$ cat config.mk
export PLATFORM = sky130hd
export DESIGN_NAME = tl_fragmenter_v2
export DESIGN_NICKNAME = d
export VERILOG_FILES = /design/src/rtl/tl_fragmenter_v2.sv
export SDC_FILE = /design/constraint.sdc
export NUM_CORES = 1
export LEC_CHECK = 0
export ABC_AREA = 1
export BUFFER_PORTS_ARGS = -buffer_cell sky130_fd_sc_hd__buf_2
export CAP_MARGIN = 5
export CELL_PAD_IN_SITES_DETAIL_PLACEMENT = 0
export CELL_PAD_IN_SITES_GLOBAL_PLACEMENT = 1
export CORE_ASPECT_RATIO = 1.2
export CORE_MARGIN = 5
export CORE_UTILIZATION = 33
export DETAILED_ROUTE_END_ITERATION = 7
export PLACE_DENSITY = 0.95
export SYNTH_ARGS = -nofsm -noshare
export SYNTH_HDL_FRONTEND = slang
export SYNTH_SLANG_ARGS = --single-unit
$ cat constraint.sdc
create_clock -name clock -period 3.5 [get_ports clock]
set_input_delay 0.35 -clock clock [delete_from_list [all_inputs] [get_ports clock]]
set_output_delay 0.35 -clock clock [all_outputs]
set_load 0.01 [all_outputs]
$ cat src/rtl/tl_fragmenter_v2.sv
// TileLink fragmenter: splits multi-beat Get / PutFullData requests into
// single-beat TL-UL requests downstream and reassembles the D responses.
// One upstream transaction is in flight at a time.
module tl_fragmenter_v2 #(
    parameter int DATA_W = 32,
    parameter int ADDR_W = 26,
    parameter int SRC_W  = 5,
    parameter int MAX_LG = 6
) (
    input  logic                  clock,
    input  logic                  reset,

    input  logic                  a_in_valid,
    output logic                  a_in_ready,
    input  logic [2:0]            a_in_opcode,
    input  logic [2:0]            a_in_param,
    input  logic [2:0]            a_in_size,
    input  logic [SRC_W-1:0]      a_in_source,
    input  logic [ADDR_W-1:0]     a_in_address,
    input  logic [DATA_W/8-1:0]   a_in_mask,
    input  logic [DATA_W-1:0]     a_in_data,

    output logic                  a_out_valid,
    input  logic                  a_out_ready,
    output logic [2:0]            a_out_opcode,
    output logic [2:0]            a_out_param,
    output logic [2:0]            a_out_size,
    output logic [SRC_W-1:0]      a_out_source,
    output logic [ADDR_W-1:0]     a_out_address,
    output logic [DATA_W/8-1:0]   a_out_mask,
    output logic [DATA_W-1:0]     a_out_data,

    input  logic                  d_in_valid,
    output logic                  d_in_ready,
    input  logic [2:0]            d_in_opcode,
    input  logic [2:0]            d_in_size,
    input  logic [SRC_W-1:0]      d_in_source,
    input  logic                  d_in_denied,
    input  logic                  d_in_corrupt,
    input  logic [DATA_W-1:0]     d_in_data,

    output logic                  d_out_valid,
    input  logic                  d_out_ready,
    output logic [2:0]            d_out_opcode,
    output logic [2:0]            d_out_size,
    output logic [SRC_W-1:0]      d_out_source,
    output logic                  d_out_denied,
    output logic                  d_out_corrupt,
    output logic [DATA_W-1:0]     d_out_data,

    output logic                  protocol_err
);

    localparam int         BEAT_LG    = $clog2(DATA_W / 8);
    localparam int         MW         = DATA_W / 8;
    localparam int         CW         = MAX_LG - BEAT_LG + 1;
    localparam logic [2:0] BEAT_SZ    = 3'(BEAT_LG);
    localparam logic [2:0] MAX_SZ     = 3'(MAX_LG);
    localparam logic [2:0] OP_PUTFULL = 3'd0;
    localparam logic [2:0] OP_GET     = 3'd4;

    typedef enum logic [1:0] {
        S_IDLE = 2'd0,
        S_PASS = 2'd1,
        S_GET  = 2'd2,
        S_PUT  = 2'd3
    } state_e;

    // Index of the last fragment for a legal fragmentable size.
    function automatic logic [CW-1:0] frag_last(input logic [2:0] sz);
        logic [CW-1:0] one;
        logic [2:0]    sh;
        one       = CW'(1);
        sh        = sz - BEAT_SZ;
        frag_last = (one << sh) - one;
    endfunction

    state_e              state_q;
    logic [2:0]          size_q;
    logic [2:0]          opcode_q;
    logic [2:0]          param_q;
    logic [SRC_W-1:0]    src_q;
    logic [ADDR_W-1:0]   base_q;
    logic [CW-1:0]       last_q;
    logic [CW-1:0]       a_cnt_q;
    logic [CW-1:0]       d_cnt_q;
    logic                den_q;
    logic                cor_q;
    logic                perr_q;

    logic                is_big_s;
    logic                too_big_s;
    logic                go_get_s;
    logic                go_put_s;
    logic                err_s;
    logic                a_more_s;
    logic                d_last_s;
    logic                a_acc_s;
    logic                a_fire_s;
    logic                d_fire_s;
    logic [ADDR_W-1:0]   frag_addr_s;

    // Classify the incoming request and derive handshake qualifiers.
    always_comb begin
        is_big_s    = (a_in_size > BEAT_SZ);
        too_big_s   = (a_in_size > MAX_SZ);
        go_get_s    = is_big_s && !too_big_s && (a_in_opcode == OP_GET);
        go_put_s    = is_big_s && !too_big_s && (a_in_opcode == OP_PUTFULL);
        err_s       = is_big_s && !go_get_s && !go_put_s;
        a_more_s    = (a_cnt_q <= last_q);
        d_last_s    = (d_cnt_q == last_q);
        frag_addr_s = base_q + (ADDR_W'(a_cnt_q) << BEAT_LG);
        a_acc_s     = a_in_valid && a_in_ready;
        a_fire_s    = a_out_valid && a_out_ready;
        d_fire_s    = d_in_valid && d_in_ready;
    end

    // Output muxing: passthrough by default, overridden per state.
    always_comb begin
        a_in_ready    = 1'b0;
        a_out_valid   = 1'b0;
        a_out_opcode  = a_in_opcode;
        a_out_param   = a_in_param;
        a_out_size    = a_in_size;
        a_out_source  = a_in_source;
        a_out_address = a_in_address;
        a_out_mask    = a_in_mask;
        a_out_data    = a_in_data;
        d_in_ready    = 1'b0;
        d_out_valid   = 1'b0;
        d_out_opcode  = d_in_opcode;
        d_out_size    = d_in_size;
        d_out_source  = d_in_source;
        d_out_denied  = d_in_denied;
        d_out_corrupt = d_in_corrupt;
        d_out_data    = d_in_data;
        case (state_q)
            S_IDLE: begin
                // Gets are latched and replayed; everything else goes straight through.
                a_out_valid = a_in_valid && !go_get_s;
                a_in_ready  = go_get_s ? 1'b1 : a_out_ready;
                a_out_size  = go_put_s ? BEAT_SZ : a_in_size;
            end
            S_PASS: begin
                d_out_valid = d_in_valid;
                d_in_ready  = d_out_ready;
            end
            S_GET: begin
                a_out_valid   = a_more_s;
                a_out_opcode  = OP_GET;
                a_out_param   = param_q;
                a_out_size    = BEAT_SZ;
                a_out_source  = src_q;
                a_out_address = frag_addr_s;
                a_out_mask    = {MW{1'b1}};
                a_out_data    = {DATA_W{1'b0}};
                d_out_valid   = d_in_valid;
                d_in_ready    = d_out_ready;
                d_out_size    = size_q;
            end
            S_PUT: begin
                a_out_valid   = a_in_valid && a_more_s;
                a_in_ready    = a_out_ready && a_more_s;
                a_out_opcode  = opcode_q;
                a_out_param   = param_q;
                a_out_size    = BEAT_SZ;
                a_out_source  = src_q;
                a_out_address = frag_addr_s;
                // Intermediate acks are swallowed; the final one carries the merged status.
                d_out_valid   = d_last_s ? d_in_valid : 1'b0;
                d_in_ready    = d_last_s ? d_out_ready : 1'b1;
                d_out_size    = size_q;
                d_out_denied  = den_q || d_in_denied;
                d_out_corrupt = cor_q || d_in_corrupt;
            end
            default: begin
                a_out_valid = 1'b0;
            end
        endcase
    end

    assign protocol_err = perr_q;

    // Transaction FSM, fragment counters, status accumulators and error flag.
    always_ff @(posedge clock or negedge reset) begin
        if (!reset) begin
            state_q  <= S_IDLE;
            size_q   <= 3'd0;
            opcode_q <= 3'd0;
            param_q  <= 3'd0;
            src_q    <= {SRC_W{1'b0}};
            base_q   <= {ADDR_W{1'b0}};
            last_q   <= {CW{1'b0}};
            a_cnt_q  <= {CW{1'b0}};
            d_cnt_q  <= {CW{1'b0}};
            den_q    <= 1'b0;
            cor_q    <= 1'b0;
            perr_q   <= 1'b0;
        end else begin
            case (state_q)
                S_IDLE: begin
                    if (a_acc_s) begin
                        size_q   <= a_in_size;
                        opcode_q <= a_in_opcode;
                        param_q  <= a_in_param;
                        src_q    <= a_in_source;
                        base_q   <= a_in_address;
                        last_q   <= frag_last(a_in_size);
                        // Put beat 0 already left in this cycle.
                        a_cnt_q  <= go_put_s ? CW'(1) : {CW{1'b0}};
                        d_cnt_q  <= {CW{1'b0}};
                        den_q    <= 1'b0;
                        cor_q    <= 1'b0;
                        if (err_s) begin
                            perr_q <= 1'b1;
                        end
                        if (go_get_s) begin
                            state_q <= S_GET;
                        end else if (go_put_s) begin
                            state_q <= S_PUT;
                        end else begin
                            state_q <= S_PASS;
                        end
                    end
                end
                S_PASS: begin
                    if (d_fire_s) begin
                        state_q <= S_IDLE;
                    end
                end
                S_GET, S_PUT: begin
                    if (a_fire_s) begin
                        a_cnt_q <= a_cnt_q + CW'(1);
                    end
                    if (d_fire_s) begin
                        d_cnt_q <= d_cnt_q + CW'(1);
                        den_q   <= den_q || d_in_denied;
                        cor_q   <= cor_q || d_in_corrupt;
                        if (d_last_s) begin
                            state_q <= S_IDLE;
                        end
                    end
                end
                default: begin
                    state_q <= S_IDLE;
                end
            endcase
        end
    end

endmodule

; Word-level counts from Yosys, hierarchy flattened
; Index checks and enable logic that the tools add are counted.
[word_totals]
mem_bits_ro = 0
input_bits = 127
mem_count = 0
mem_bits_rw = 0
latch_bits = 0
register_bits = 60
output_inout_bits = 126
wordCells = 94
[classes]
n_eq_ne = 10
bitwise = 0
mux = 37
n_addsub = 5
n_mul = 0
reduce_logical = 26
div_mod_pow = 0
magnitude_cmp = 3
n_shift = 1
[op_table]
columns = op, n
row1 = $mux 32, 1
row2 = $add 26x7->26, 1
row3 = $mux 26, 1
row4 = $mux 5, 5
row5 = $pmux 5 s2, 2
row6 = $mux 2, 6
row7 = $pmux 3 s2, 2
row8 = $logic_and 1x1->1, 11
row9 = $add 5x1->5 const B, 2
row10 = $pmux 1 s2, 5
row11 = $mux 1, 9
row12 = $mux 3, 3
row13 = $reduce_and 3->1, 3
row14 = $ne 2x1->1 const B, 3
row15 = $pmux 2 s3, 1
row16 = $eq 5x5->1, 1
row17 = $le 5x5->1, 1
row18 = $shl 1x3->5 const A, 1
row19 = $sub 5x1->5 const B, 1
row20 = $eq 2x2->1 const B, 2
row21 = $mux 4, 1
row22 = $ne 2x2->1 const B, 2
row23 = $reduce_and 4->1, 1
row24 = $reduce_or 2->1, 2
row25 = other kinds (12), 15

; Depth between registers and ports, before layout
[logic_depth]
ltp_word = 10
depth_mapped = 15
depth_no_buf = 14

; Worst setup path before layout
; No wires, ideal clock.
[synth_path]
kind = reg-to-output
from = register a_cnt_q[0]
to = output port a_out_address[12]
stages_incl_launch_ff = 13
path_slack_ns = 1.167
required_time_ns = 3.150
n_path_buf = 0
arrival_ns = 1.983
cell_sequence = dfrtp_1 -> ha_1 -> inv_1 -> fa_1 -> inv_1 -> nand3_1 -> nand2_1 -> nand2_1 -> nand2_1 -> nand2_1 -> nor2_1 -> a31oi_1 -> o21ai_0
[synth_between]
elab_chain_len = 2
[synth_lines]
columns = item, line
row1 = start: declaration, 85  ; logic [CW-1:0] a_cnt_q;
row2 = start signal: assignment, 194  ; a_cnt_q <= {CW{1'b0}};
row3 = start signal: assignment, 210  ; a_cnt_q <= go_put_s ? CW'(1) : {CW{1'b0}};
row4 = start signal: assignment, 233  ; a_cnt_q <= a_cnt_q + CW'(1);
row5 = $add 26x7->26, 112  ; frag_addr_s = base_q + (ADDR_W'(a_cnt_q) << BEAT_LG);
row6 = $mux 26, 137  ; case (state_q)
row7 = end: declaration, 29  ; output logic [ADDR_W-1:0] a_out_address,
; Every way passes these cells.

; Worst setup path in the final report
; Same ends and word-level chain as after synthesis.

==> results.toml <==
[global_routing]
largest_net_degree_at_the_start_of_global_routing = 65
globalRoute.totalOverflow = 0
grt_antenna_before_repair = 0
wire_length_of_the_first_global_routing_pass_mm = 24.0
track_usage_pct = 17.3
first_global_vias = 4934

[finish]
util_after_layout_pct = 40.3
final_design_area_no_fill_um2 = 5810
areaGrowthSynthToFinish_pct = 19.5
antenna-diode-count = 0
drive_gt1_share_pct = 23.7
fillers = 1551
multiInputGateArea_um2 = 2500
finalNetCount = 1024
register_cell_area_after_layout_um2 = 1500

[worst_setup_path]
worstSetupStartpointType = "register"
worstPathMaxFanout = 5
startpoint = "a_cnt_q[0]"
worstPathArrival_ps = 2780
regToRegSetupSlack_ps = 880
r2r_start = "a_cnt_q[4]"
setup.worst_path.end_class = "output pin"
timing_worst_setup_path_type = "register to output pin"
worst_ep_required_time_ps = 3150

[pwr]
p_leak_nw = 3.25
clkPwrFrac_pct = 22.6
p_sw_share_pct = 42.2
power_per_cell_area_nw_per_um2 = 584
pwr-share-comb_pct = 42.7
internal_power_mw = 1.96
pwr-share-seq_pct = 34.6
power_switching_mw = 1.43
peakVddDrop_uv = 225

[place]
io_buffer_count = 172
routabilityCongestion = 0.872
placement.cell_area_um2 = 5560
dp.final_hpwl_mm = 11.5

[timing]
actual_transition_at_the_worst_max_transition_pin_ps = 1060
max_slew_margin_pct = 29.1
fin_worst_skew_ps = 5.99
setup_viol = 0
setup_repair_after_global_routing_missed_its_margin = "no"
setup_total_negative_slack_ps = 0
hold_viol_final = 0
min_period_ps = 3130
finalMaxSlewViolations = 0
achievable-frequency_mhz = 320
final_min_period_over_clock_period_pct = 89.4

[clocking]
cts_made_buffers = 9
maximum_buffer_depth_of_the_clock_tree = 2
clock_insertion_delay_at_the_later_pin_of_the_skew_report_ps = 320
cts_sinks = 60
clock_tree.htree_level_count = 3
cts_tree = "done"
clkTransAtPathRegs_ps = 50
postCtsSetupBuffers = 0
clock_tree.root_cell = "sky130_fd_sc_hd__clkbuf_16"
cts_repair_resize_count = 0
cts_hold_buffers = 0

[run_status]
outcome = "complete, no violations"

[synth]
top_post_synthesis_cells_by_area = "sky130_fd_sc_hd__dfrtp_1 (31%), sky130_fd_sc_hd__nand2_1 (18%), sky130_fd_sc_hd__inv_1 (8.5%)"
synth_sequential_area_ratio_pct = 30.9
ys_async_sr_fraction_pct = 100
number_of_enable_flip_flop_cells_after_synthesis = 0
synth_top_cell_by_area = "sky130_fd_sc_hd__dfrtp_1"
synth.top_cells.by_count = "sky130_fd_sc_hd__nand2_1 (236), sky130_fd_sc_hd__inv_1 (110), sky130_fd_sc_hd__nor2_1 (67)"
synth_nets = 903
synth_largest_type_area_fraction_pct = 30.9
synth_cell_types = 33
syn_area_um2 = 4860
ys_ff_latch = 60
synth_top_flop_cell = "sky130_fd_sc_hd__dfrtp_1"
mean_instance_size_in_the_synthesized_netlist_um2 = 6.44
syn_inst = 755
ys_warn_count = 0
most_repeated_cell_in_the_gate_level_netlist_after_synthesis = "sky130_fd_sc_hd__nand2_1"

[route]
vias_per_cell = 4.71
antenna_violating_nets_post_route = 0
totalWireLength_mm = 14.8
drt-wirelength-per-cell_um = 14.0
detailedRoute.firstPassIterationCount = 5
via_count = 4959
first_iter_violations = 279
post-route-drc-count = 0

[floorplanning]
starting_density_of_the_core_pct = 33.7
ioPinCount = 253
core_um2 = 14400
num_rows = 48
dieArea_um2 = 17300
floorplan.die.height_um = 143
width_of_the_chip_um = 121

[worst_hold_path]
worst_hold_path_type = "input pin to async pin"

[run]
maxCapViolations = 0
-- cell families after synthesis --
group | count (synthesis) | share of synthesized area, %
XOR/XNOR | 15 | 2.70
adder cells (fa/ha/maj) | 21 | 5.56
buffers and inverters | 182 | 17.9
flip-flops | 60 | 30.9
AND/OR/NAND/NOR | 376 | 32.1
AO/OA/AOI/OAI | 101 | 10.9
-- metal layers --
metal | GRT usage (%) | routed length [µm] | vias to the layer above
li1 | - | - | 2546
met1 | 20.6 | 5990 | 2197
met2 | 30.8 | 7300 | 194
met3 | 3.84 | 1120 | 22
met4 | 5.85 | 343 | 0
met5 | 0 | 0 | -
-- critical path: stages (launching register included) --
cell	delay (ps)
sky130_fd_sc_hd__dfrtp_1	410
sky130_fd_sc_hd__ha_1	190
sky130_fd_sc_hd__inv_1	50
sky130_fd_sc_hd__fa_1	350
sky130_fd_sc_hd__inv_1	100
sky130_fd_sc_hd__nand3_1	80
sky130_fd_sc_hd__nand2_1	140
sky130_fd_sc_hd__nand2_1	110
sky130_fd_sc_hd__nand2_1	70
sky130_fd_sc_hd__nand2_1	60
sky130_fd_sc_hd__nor2_1	370
sky130_fd_sc_hd__nand2_1	120
sky130_fd_sc_hd__o21ai_0	160
sky130_fd_sc_hd__o21ai_0	110
sky130_fd_sc_hd__buf_2	140
-- layout by cell type, fill, tap and decap left out, drive strengths merged --
cell type	synthesis	final
a21oi	18	18
o211ai	1	1
nor4	2	2
dfrtp	60	60
nand2	239	239
nand4	19	19
nor3	7	7
o21bai	2	2
o21a	1	1
buf	58	177
or2	7	7
ha	20	20
clkbuf	9	12
o21ai	70	70
inv	115	115
xnor2	3	3
a21boi	1	1
nand3	33	33
nor2	69	69
fa	1	1
a31oi	7	7
o22ai	1	1
xor2	12	12
-- per-stage QoR --
step | std cells | total power [mW] | setup slack, ps | hold WS (ps)
final | 1052 | 3.39 | 372 | 213
after global routing | 1052 | 3.71 | 146 | 256
after CTS | 1052 | 3.44 | 363 | 235
after detailed placement | 1040 | 2.65 | 714 | 465
after global placement | 1040 | 2.61 | 780 | 462
after floorplan | 755 | 2.20 | 1170 | 54.4
-- power groups by stage --
stage / clock network, mW / logic (mW) / registers [mW]
after floorplan: 0 / 1.07 / 1.13
after global placement: 0 / 1.43 / 1.18
after detailed placement: 0 / 1.46 / 1.19
after CTS: 0.792 / 1.47 / 1.18
after global routing: 0.817 / 1.68 / 1.21
final: 0.768 / 1.45 / 1.18
-- cell type report --
cell class                 count  area share (%)
clock buffer                  12            4.24
sequential                    60            25.8
timing repair buffer         177            15.7
tap                          175            3.77
multi-input combinational    513            43.0
inverter                     115            7.43
-- registers in the layout, indices dropped and copies added, names as in the netlist --
signal / flops
size_q: 3
base_q: 26
opcode_q: 3
protocol_err: 1
src_q: 5
param_q: 3
d_cnt_q: 5
den_q: 1
state_q: 2
last_q: 5
a_cnt_q: 5
cor_q: 1
-- path summary, 6_finish.rpt --
kind	to	cells after the start
min reg2reg	cor_q	2
max in group asynchronous	last_q[0]	2
min	base_q[4]	1
min in group clock	src_q[0]	3
max	a_out_address[12]	14
max reg2reg	size_q[0]	12
No activity file was read; power rests on OpenSTA's default activity.
